$ cat config.mk
export PLATFORM = sky130hd
export DESIGN_NAME = spi_target
export DESIGN_NICKNAME = d
export VERILOG_FILES = /design/src/rtl/spi_target.sv
export SDC_FILE = /design/constraint.sdc
export NUM_CORES = 1
export LEC_CHECK = 0
export CORE_MARGIN = 2
export CORE_UTILIZATION = 46
export DETAILED_ROUTE_END_ITERATION = 7
export PLACE_DENSITY = 0.73
export SETUP_SLACK_MARGIN = 0.05
export SLEW_MARGIN = 5
export SYNTH_ARGS = -nofsm -noshare
export SYNTH_HDL_FRONTEND = slang
export SYNTH_SLANG_ARGS = --single-unit
$ cat constraint.sdc
create_clock -name e -period 1.95 [get_ports e]
set_input_delay 0.39 -clock e [delete_from_list [all_inputs] [get_ports e]]
set_output_delay 0.39 -clock e [all_outputs]
set_load 0.01 [all_outputs]
$ cat src/rtl/spi_target.sv
// spi_target: mode 0 SPI responder clocked by e, single-entry RX/TX buffers; SPI_TARGET_MISO_HIZ_EN floats miso while idle.
module spi_target #(
  parameter int SYNC_STAGES = 2
) (
  input  logic       e,
  input  logic       _reset,
  input  logic       _ss,
  input  logic       sck,
  input  logic       mosi,
  output logic       miso,
  input  logic [7:0] tx_data,
  input  logic       tx_we,
  output logic       tx_empty,
  output logic [7:0] rx_data,
  output logic       rx_valid,
  input  logic       rx_re,
  output logic       overrun,
  output logic       busy
);
  localparam logic [0:0] IDLE   = 1'b0;
  localparam logic [0:0] ACTIVE = 1'b1;
  logic [SYNC_STAGES-1:0] ss_sync_q, sck_sync_q, mosi_sync_q;
  logic                   ss_hist_q, sck_hist_q;
  logic [0:0]             state_q, state_d;
  logic [2:0]             cnt_q, cnt_d;
  logic [7:0]             rx_sh_q, rx_sh_d, rx_data_q, rx_data_d;
  logic                   rx_valid_q, rx_valid_d, overrun_q, overrun_d;
  logic [7:0]             tx_buf_q, tx_buf_d, tx_sh_q, tx_sh_d;
  logic                   tx_empty_q, tx_empty_d;
  logic                   ss_s, sck_s, mosi_s, act;
  logic                   ss_fall, ss_rise, sck_rise, sck_fall, done, reload;
  assign ss_s     = ss_sync_q[SYNC_STAGES-1];
  assign sck_s    = sck_sync_q[SYNC_STAGES-1];
  assign mosi_s   = mosi_sync_q[SYNC_STAGES-1];
  assign act      = state_q == ACTIVE;
  assign ss_fall  = ss_hist_q & ~ss_s;
  assign ss_rise  = ~ss_hist_q & ss_s;
  assign sck_rise = act & sck_s & ~sck_hist_q;
  assign sck_fall = act & ~sck_s & sck_hist_q;
  assign done     = sck_rise & (cnt_q == 3'd7);
  // a byte boundary reloads the shifter; a coincident tx_we bypasses the buffer
  assign reload   = ss_fall | (sck_fall & (cnt_q == 3'd0));
  always_comb begin
    state_d    = ss_fall ? ACTIVE : ss_rise ? IDLE : state_q;
    cnt_d      = (ss_fall | ss_rise) ? 3'd0 : sck_rise ? cnt_q + 3'd1 : cnt_q;
    rx_sh_d    = sck_rise ? {rx_sh_q[6:0], mosi_s} : rx_sh_q;
    rx_data_d  = done ? rx_sh_d : rx_data_q;
    rx_valid_d = done | (rx_valid_q & ~rx_re);
    overrun_d  = rx_re ? 1'b0 : overrun_q | (done & rx_valid_q);
    tx_buf_d   = tx_we ? tx_data : tx_buf_q;
    tx_empty_d = reload | (tx_empty_q & ~tx_we);
    tx_sh_d    = reload ? (tx_we ? tx_data : tx_empty_q ? 8'hFF : tx_buf_q)
               : sck_fall ? {tx_sh_q[6:0], 1'b1} : tx_sh_q;
  end
  always_ff @(posedge e or negedge _reset) begin
    if (!_reset) begin
      ss_sync_q   <= '1;
      sck_sync_q  <= '0;
      mosi_sync_q <= '0;
      ss_hist_q   <= 1'b1;
      sck_hist_q  <= 1'b0;
      state_q     <= IDLE;
      cnt_q       <= 3'd0;
      rx_sh_q     <= 8'h00;
      rx_data_q   <= 8'h00;
      rx_valid_q  <= 1'b0;
      overrun_q   <= 1'b0;
      tx_buf_q    <= 8'hFF;
      tx_empty_q  <= 1'b1;
      tx_sh_q     <= 8'hFF;
    end else begin
      ss_sync_q   <= {ss_sync_q[SYNC_STAGES-2:0], _ss};
      sck_sync_q  <= {sck_sync_q[SYNC_STAGES-2:0], sck};
      mosi_sync_q <= {mosi_sync_q[SYNC_STAGES-2:0], mosi};
      ss_hist_q   <= ss_s;
      sck_hist_q  <= sck_s;
      state_q     <= state_d;
      cnt_q       <= cnt_d;
      rx_sh_q     <= rx_sh_d;
      rx_data_q   <= rx_data_d;
      rx_valid_q  <= rx_valid_d;
      overrun_q   <= overrun_d;
      tx_buf_q    <= tx_buf_d;
      tx_empty_q  <= tx_empty_d;
      tx_sh_q     <= tx_sh_d;
    end
  end
`ifdef SPI_TARGET_MISO_HIZ_EN
  assign miso = act ? tx_sh_q[7] : 1'bz;
`else
  assign miso = act & tx_sh_q[7];
`endif
  assign rx_data  = rx_data_q;
  assign rx_valid = rx_valid_q;
  assign overrun  = overrun_q;
  assign tx_empty = tx_empty_q;
  assign busy     = act;
endmodule
==> results of run 1 <==
-- cells by family after synthesis --
family	Yosys count	synth area share, %
compound gates	19	7.54
xor+xnor	1	0.459
fa+ha+maj	4	2.62
buf+inv	12	2.89
flops	46	61.6
mux	25	14.6
simple gates	28	10.2
-- sequential cells by signal (all words and copies together) (netlist names) --
signal	flops
cnt_q	3
rx_data	8
tx_buf_q	8
tx_empty	1
tx_sh_q	8
sck_hist_q	1
mosi_sync_q	2
sck_sync_q	2
ss_sync_q	2
rx_valid	1
rx_sh_q	7
overrun	1
ss_hist_q	1
busy	1
-- Yosys cell counts, types with 2 or more instances --
cell	number	area share (%)
mux2_2	23	14
dfstp_2	20	28
mux2i_1	2	1.0
o21ai_0	2	0.52
nor3b_1	6	2.4
inv_1	5	0.98
a211oi_1	7	2.8
o31ai_1	7	2.8
dfrtp_1	26	34
nor2b_1	3	0.98
clkbuf_1	3	0.59
nand3_1	8	2.1
and2_1	2	0.66
ha_1	4	2.6
buf_2	2	0.52
-- through the flow --
step                      instances  total power [mW]  cell area (um2)  util, %  setup slack, ps
after floorplan                 135              1.33             1910        -              339
final                           217              2.01             2330     58.2              185
after global routing            217              2.11             2330     58.2             61.2
after detailed placement        209              1.44             2240     56.0             78.0
after global placement          209              1.43             2240     56.0             35.7
after CTS                       217              2.03             2330     58.2              190
-- power by group through the flow --
stage | Clock, mW | Combinational (mW) | Sequential, mW
2_1_floorplan | 0 | 0.167 | 1.17
3_3_place_gp | 0 | 0.249 | 1.18
3_5_place_dp | 0 | 0.259 | 1.18
4_1_cts | 0.598 | 0.260 | 1.17
5_1_grt | 0.642 | 0.287 | 1.18
6_report | 0.581 | 0.256 | 1.17
-- final cells by class --
cell class / count / area share (%)
clock buffer: 7 / 3.71
clock inverter: 1 / 0.215
inverter: 6 / 0.967
multi-input combinational: 77 / 29.1
sequential: 46 / 50.5
tap: 50 / 2.69
timing repair buffer: 30 / 12.8
-- layer usage --
| layer | global-route usage [%] | vias to the layer above | part of all wire [%] |
|---|---|---|---|
| li1 | - | 544 | - |
| met1 | 21.4 | 571 | 48 |
| met2 | 23.6 | 29 | 46 |
| met3 | 5.59 | 6 | 5.2 |
| met4 | 6.00 | 0 | 1.4 |
| met5 | 0 | - | 0 |
-- final timing paths --
kind / end / slack, ps
max: tx_sh_q[0] / 180
min: busy / 50
max reg2reg: tx_sh_q[0] / 180
min reg2reg: sck_sync_q[1] / 360
max in group asynchronous: ss_sync_q[0] / 1330
min in group e: sck_sync_q[1] / 360
==> flow_summary.ini, run 1 <==
[clocking]
cts_root_buf = clkbuf_8
cts_tree = yes
postCtsSetupBuffers = 0
htree_levels = 2
cts.sinks = 46
clock_path_buffers = 2
ctsHoldBuffers = 0
numCtsBuffers = 5
clock_latency_ps = 290
clk_pin_slew_worst_paths_ps = 80
cts-resized-gates = 2

[setup_path]
cp.required_ps = 2170
crit_start = ss_hist_q
arrival_ps = 1990
critical_path.cell_chain = ha_1 > inv_2 > and2_4 > o41a_1
cp.depth = 4
setup.worst_path.start_class = flop
max_stage_delay_ps = 530
r2r_start = ss_hist_q
endpoint_kind = flop
critical_path_class = reg2reg
path_buf_inv = 1
r2r_cells = 4
critical_path.slowest_cell = dfstp_2
path_max_fanout = 19
crit_family = flip-flops

[sta]
period_minus_slack_ps = 1770
fin_crit_sh_pct = 90.5
slew_headroom_pct = 56.9
slew_violations = 0
setup_tns_ps = 0
skew_ps = 6.62
hold_slack_ps = 52.9
hold_viol_final = 0
max_freq_mhz = 566
setup_violations = 0
worst_slew_pin_slew_ps = 645
grt_setup_unrepaired = no

[global_route]
grt_max_degree = 27
grt_pass1_vias = 1171
grt_antenna_before_repair = 0
grtUsageTotal_pct = 15.9
grt_pass1_wl_mm = 5.35
overflow = 0

[floorplanning]
rows = 23
die_h_um = 68.4
die_area_um2 = 4680
coreArea_um2 = 4000
start_util_pct = 47.7
die_w_um = 68.4
io_pins = 28

[power_and_ir_drop]
p_sw_share_pct = 23.7
peakVddDrop_v = 0.000515
internal_power_mw = 1.53
p_sw_mw = 0.475
pwr-share-clk_pct = 29.0
p_per_area_nw_per_um2 = 861
power_leakage_nw = 1.04
p_seq_share_pct = 58.2
comb_power_share_pct = 12.8

[synth]
syn_nets = 154
synth_edf_count = 0
async_flop_share_pct = 100
yosysSeqAreaShare_pct = 61.6
ys.flop_type = dfrtp_1
synth_area_um2 = 1910
synth_seq_cells = 46
synth.distinct_cells = 30
avgSynthCellArea_um2 = 14.1
ys_warn_count = 0
netlist_instances = 135

[finish]
area_delta_synth_final_pct = 22.1
fillers = 325
diodes = 0
multi_input_area_um2 = 677
layout_common_cells = 25 x dfrtp_1, 25 x clkdlybuf4s50_1, 23 x mux2_2
seq_area_um2 = 1180
nNetsFinal = 185
drive_gt1_share_pct = 36.5

[detailed_routing]
routedWlPerCell_um = 14.7
dr.pass1.iters = 4
vias_per_cell = 5.30
antenna_left = 0
drc = 0
routed_wl_mm = 3.19
route.vias.total = 1150
drt_iter0_drc = 79

[run]
drv_cap = 0

[placed_design]
gp_congestion = 0.755
port-buffer-count = 27
dp_hpwl_mm = 2.27

[status]
status = finished clean

[min_path]
hp-class = in2async
(Power assumes the default switching activity.)
==> inputs of run 2 (changes only) <==
--- a/config.mk
+++ b/config.mk
@@ -10,7 +10,6 @@
 export DETAILED_ROUTE_END_ITERATION = 7
 export PLACE_DENSITY = 0.73
 export SETUP_SLACK_MARGIN = 0.05
-export SLEW_MARGIN = 5
 export SYNTH_ARGS = -nofsm -noshare
 export SYNTH_HDL_FRONTEND = slang
 export SYNTH_SLANG_ARGS = --single-unit
==> results of run 2 <==
No change in the layout: final DEF, timing and power equal those of run 1.
==> inputs of run 3 (changes only) <==
--- a/config.mk
+++ b/config.mk
@@ -10,6 +10,7 @@
 export DETAILED_ROUTE_END_ITERATION = 7
 export PLACE_DENSITY = 0.73
 export SETUP_SLACK_MARGIN = 0.05
+export SKIP_CTS_REPAIR_TIMING = 1
 export SYNTH_ARGS = -nofsm -noshare
 export SYNTH_HDL_FRONTEND = slang
 export SYNTH_SLANG_ARGS = --single-unit
==> constraint.sdc (replaced) <==
create_clock -name e -period 1.95 [get_ports e]
set_input_delay 0.39 -clock e [delete_from_list [all_inputs] [get_ports e]]
set_output_delay 0.39 -clock e [all_outputs]
set_load 0.02 [all_outputs]
==> flow_summary.ini, run 3 (synthesis results as in run 1) <==
[floorplanning]
die_h_um = 68.4
coreArea_um2 = 4000
die_area_um2 = 4680
start_util_pct = 47.7
die_w_um = 68.4
rows = 23
io_pins = 28

[detailed_routing]
routedWlPerCell_um = 14.7
drc = 0
route.vias.total = 1150
vias_per_cell = 5.30
drt_iter0_drc = 79
routed_wl_mm = 3.19
dr.pass1.iters = 4
antenna_left = 0

[setup_path]
critical_path.cell_chain = clkdlybuf4s50_1
cp.required_ps = 1560
endpoint_kind = primary output
r2r_cells = 4
setup.worst_path.start_class = flop
critical_path_class = reg2out
crit_family = buffers and inverters
max_stage_delay_ps = 590
arrival_ps = 1410
path_max_fanout = 2
rrSetupSlack_ps = 180
rr_endpoint = tx_sh_q[0]
critical_path.slowest_cell = clkdlybuf4s50_1
r2r_start = ss_hist_q
path_buf_inv = 1

[clocking]
cts_tree = yes
clock_path_buffers = 2
cts.sinks = 46
clk_pin_slew_worst_paths_ps = 80
numCtsBuffers = 5
clock_latency_ps = 290
cts_root_buf = clkbuf_8
htree_levels = 2

[sta]
slew_headroom_pct = 56.9
period_minus_slack_ps = 1800
hold_viol_final = 0
hold_slack_ps = 52.8
fin_crit_sh_pct = 92.5
slew_violations = 0
setup_slack_ps = 146
skew_ps = 6.62
setup_violations = 0
max_freq_mhz = 554
setup_tns_ps = 0
grt_setup_unrepaired = no
worst_slew_pin_slew_ps = 645

[global_route]
grt_antenna_before_repair = 0
overflow = 0
grt_max_degree = 27
grt_pass1_wl_mm = 5.35
grt_pass1_vias = 1171
grtUsageTotal_pct = 15.9

[finish]
diodes = 0
fillers = 323
fin_area_um2 = 2330
nNetsFinal = 185
drive_gt1_share_pct = 36.5
final_core_util_pct = 58.3
area_delta_synth_final_pct = 22.3
layout_common_cells = 25 x dfrtp_1, 25 x clkdlybuf4s50_1, 23 x mux2_2

[min_path]
hp-class = in2async

[power_and_ir_drop]
power_leakage_nw = 1.05
p_per_area_nw_per_um2 = 863
peakVddDrop_v = 0.000515

[placed_design]
gp_congestion = 0.755
port-buffer-count = 27
pre_cts_ws_ps = 78.0
dp_hpwl_mm = 2.27
post_dp_cell_area_um2 = 2240

[status]
status = finished clean

[run]
drv_cap = 0
## run 3: changes by cell type in the layout (fill, tap and decap cells not counted), sizes merged
cell and change:
dlygate4sd2 -1, dlymetal6s2s +1
## run 3: power by group
| group | total [mW] | switching [mW] | internal (mW) |
|---|---|---|---|
| combinational | 0.263 | 0.121 | 0.142 |
| clock | 0.581 | 0.295 | 0.286 |
| sequential | 1.17 | 0.0645 | 1.10 |
| total | 2.01 | 0.481 | 1.53 |
## run 3: worst max path at each step
stage / startpoint / endpoint / slack, ps / cells past startpoint
2_1_floorplan: ss_sync_q[1] / tx_sh_q[6] / 340 / 6
3_3_place_gp: tx_we / tx_sh_q[7] / 40 / 4
3_5_place_dp: tx_we / tx_sh_q[2] / 80 / 5
4_1_cts: busy / miso / -50 / 2
5_1_grt: ss_sync_q[1] / tx_sh_q[7] / 60 / 5
6_report: tx_empty / tx_empty / 150 / 1
## run 3: final cells by class
type | count | area [um2] | area share, %
flip-flops and latches | 46 | 1180 | 50.5
clock inverters | 1 | 5.00 | 0.214
multi-input cells | 77 | 677 | 29.0
inverters | 6 | 22.5 | 0.965
clock buffers | 7 | 86.3 | 3.70
repair buffers | 30 | 303 | 13.0
well taps | 50 | 62.6 | 2.68
## run 3: routing by layer
metal,share of wire [%],vias up,track usage [%]
li1,-,544,-
met4,1.4,0,6.00
met3,5.1,6,5.59
met5,0,-,0
met1,48,571,21.4
met2,46,29,23.6
## run 3: stage by stage
step	power, mW	instances
finish	2.01	217
global placement	1.43	209
global route	2.12	217
CTS	2.03	217
detailed placement	1.45	209
floorplan	1.34	135
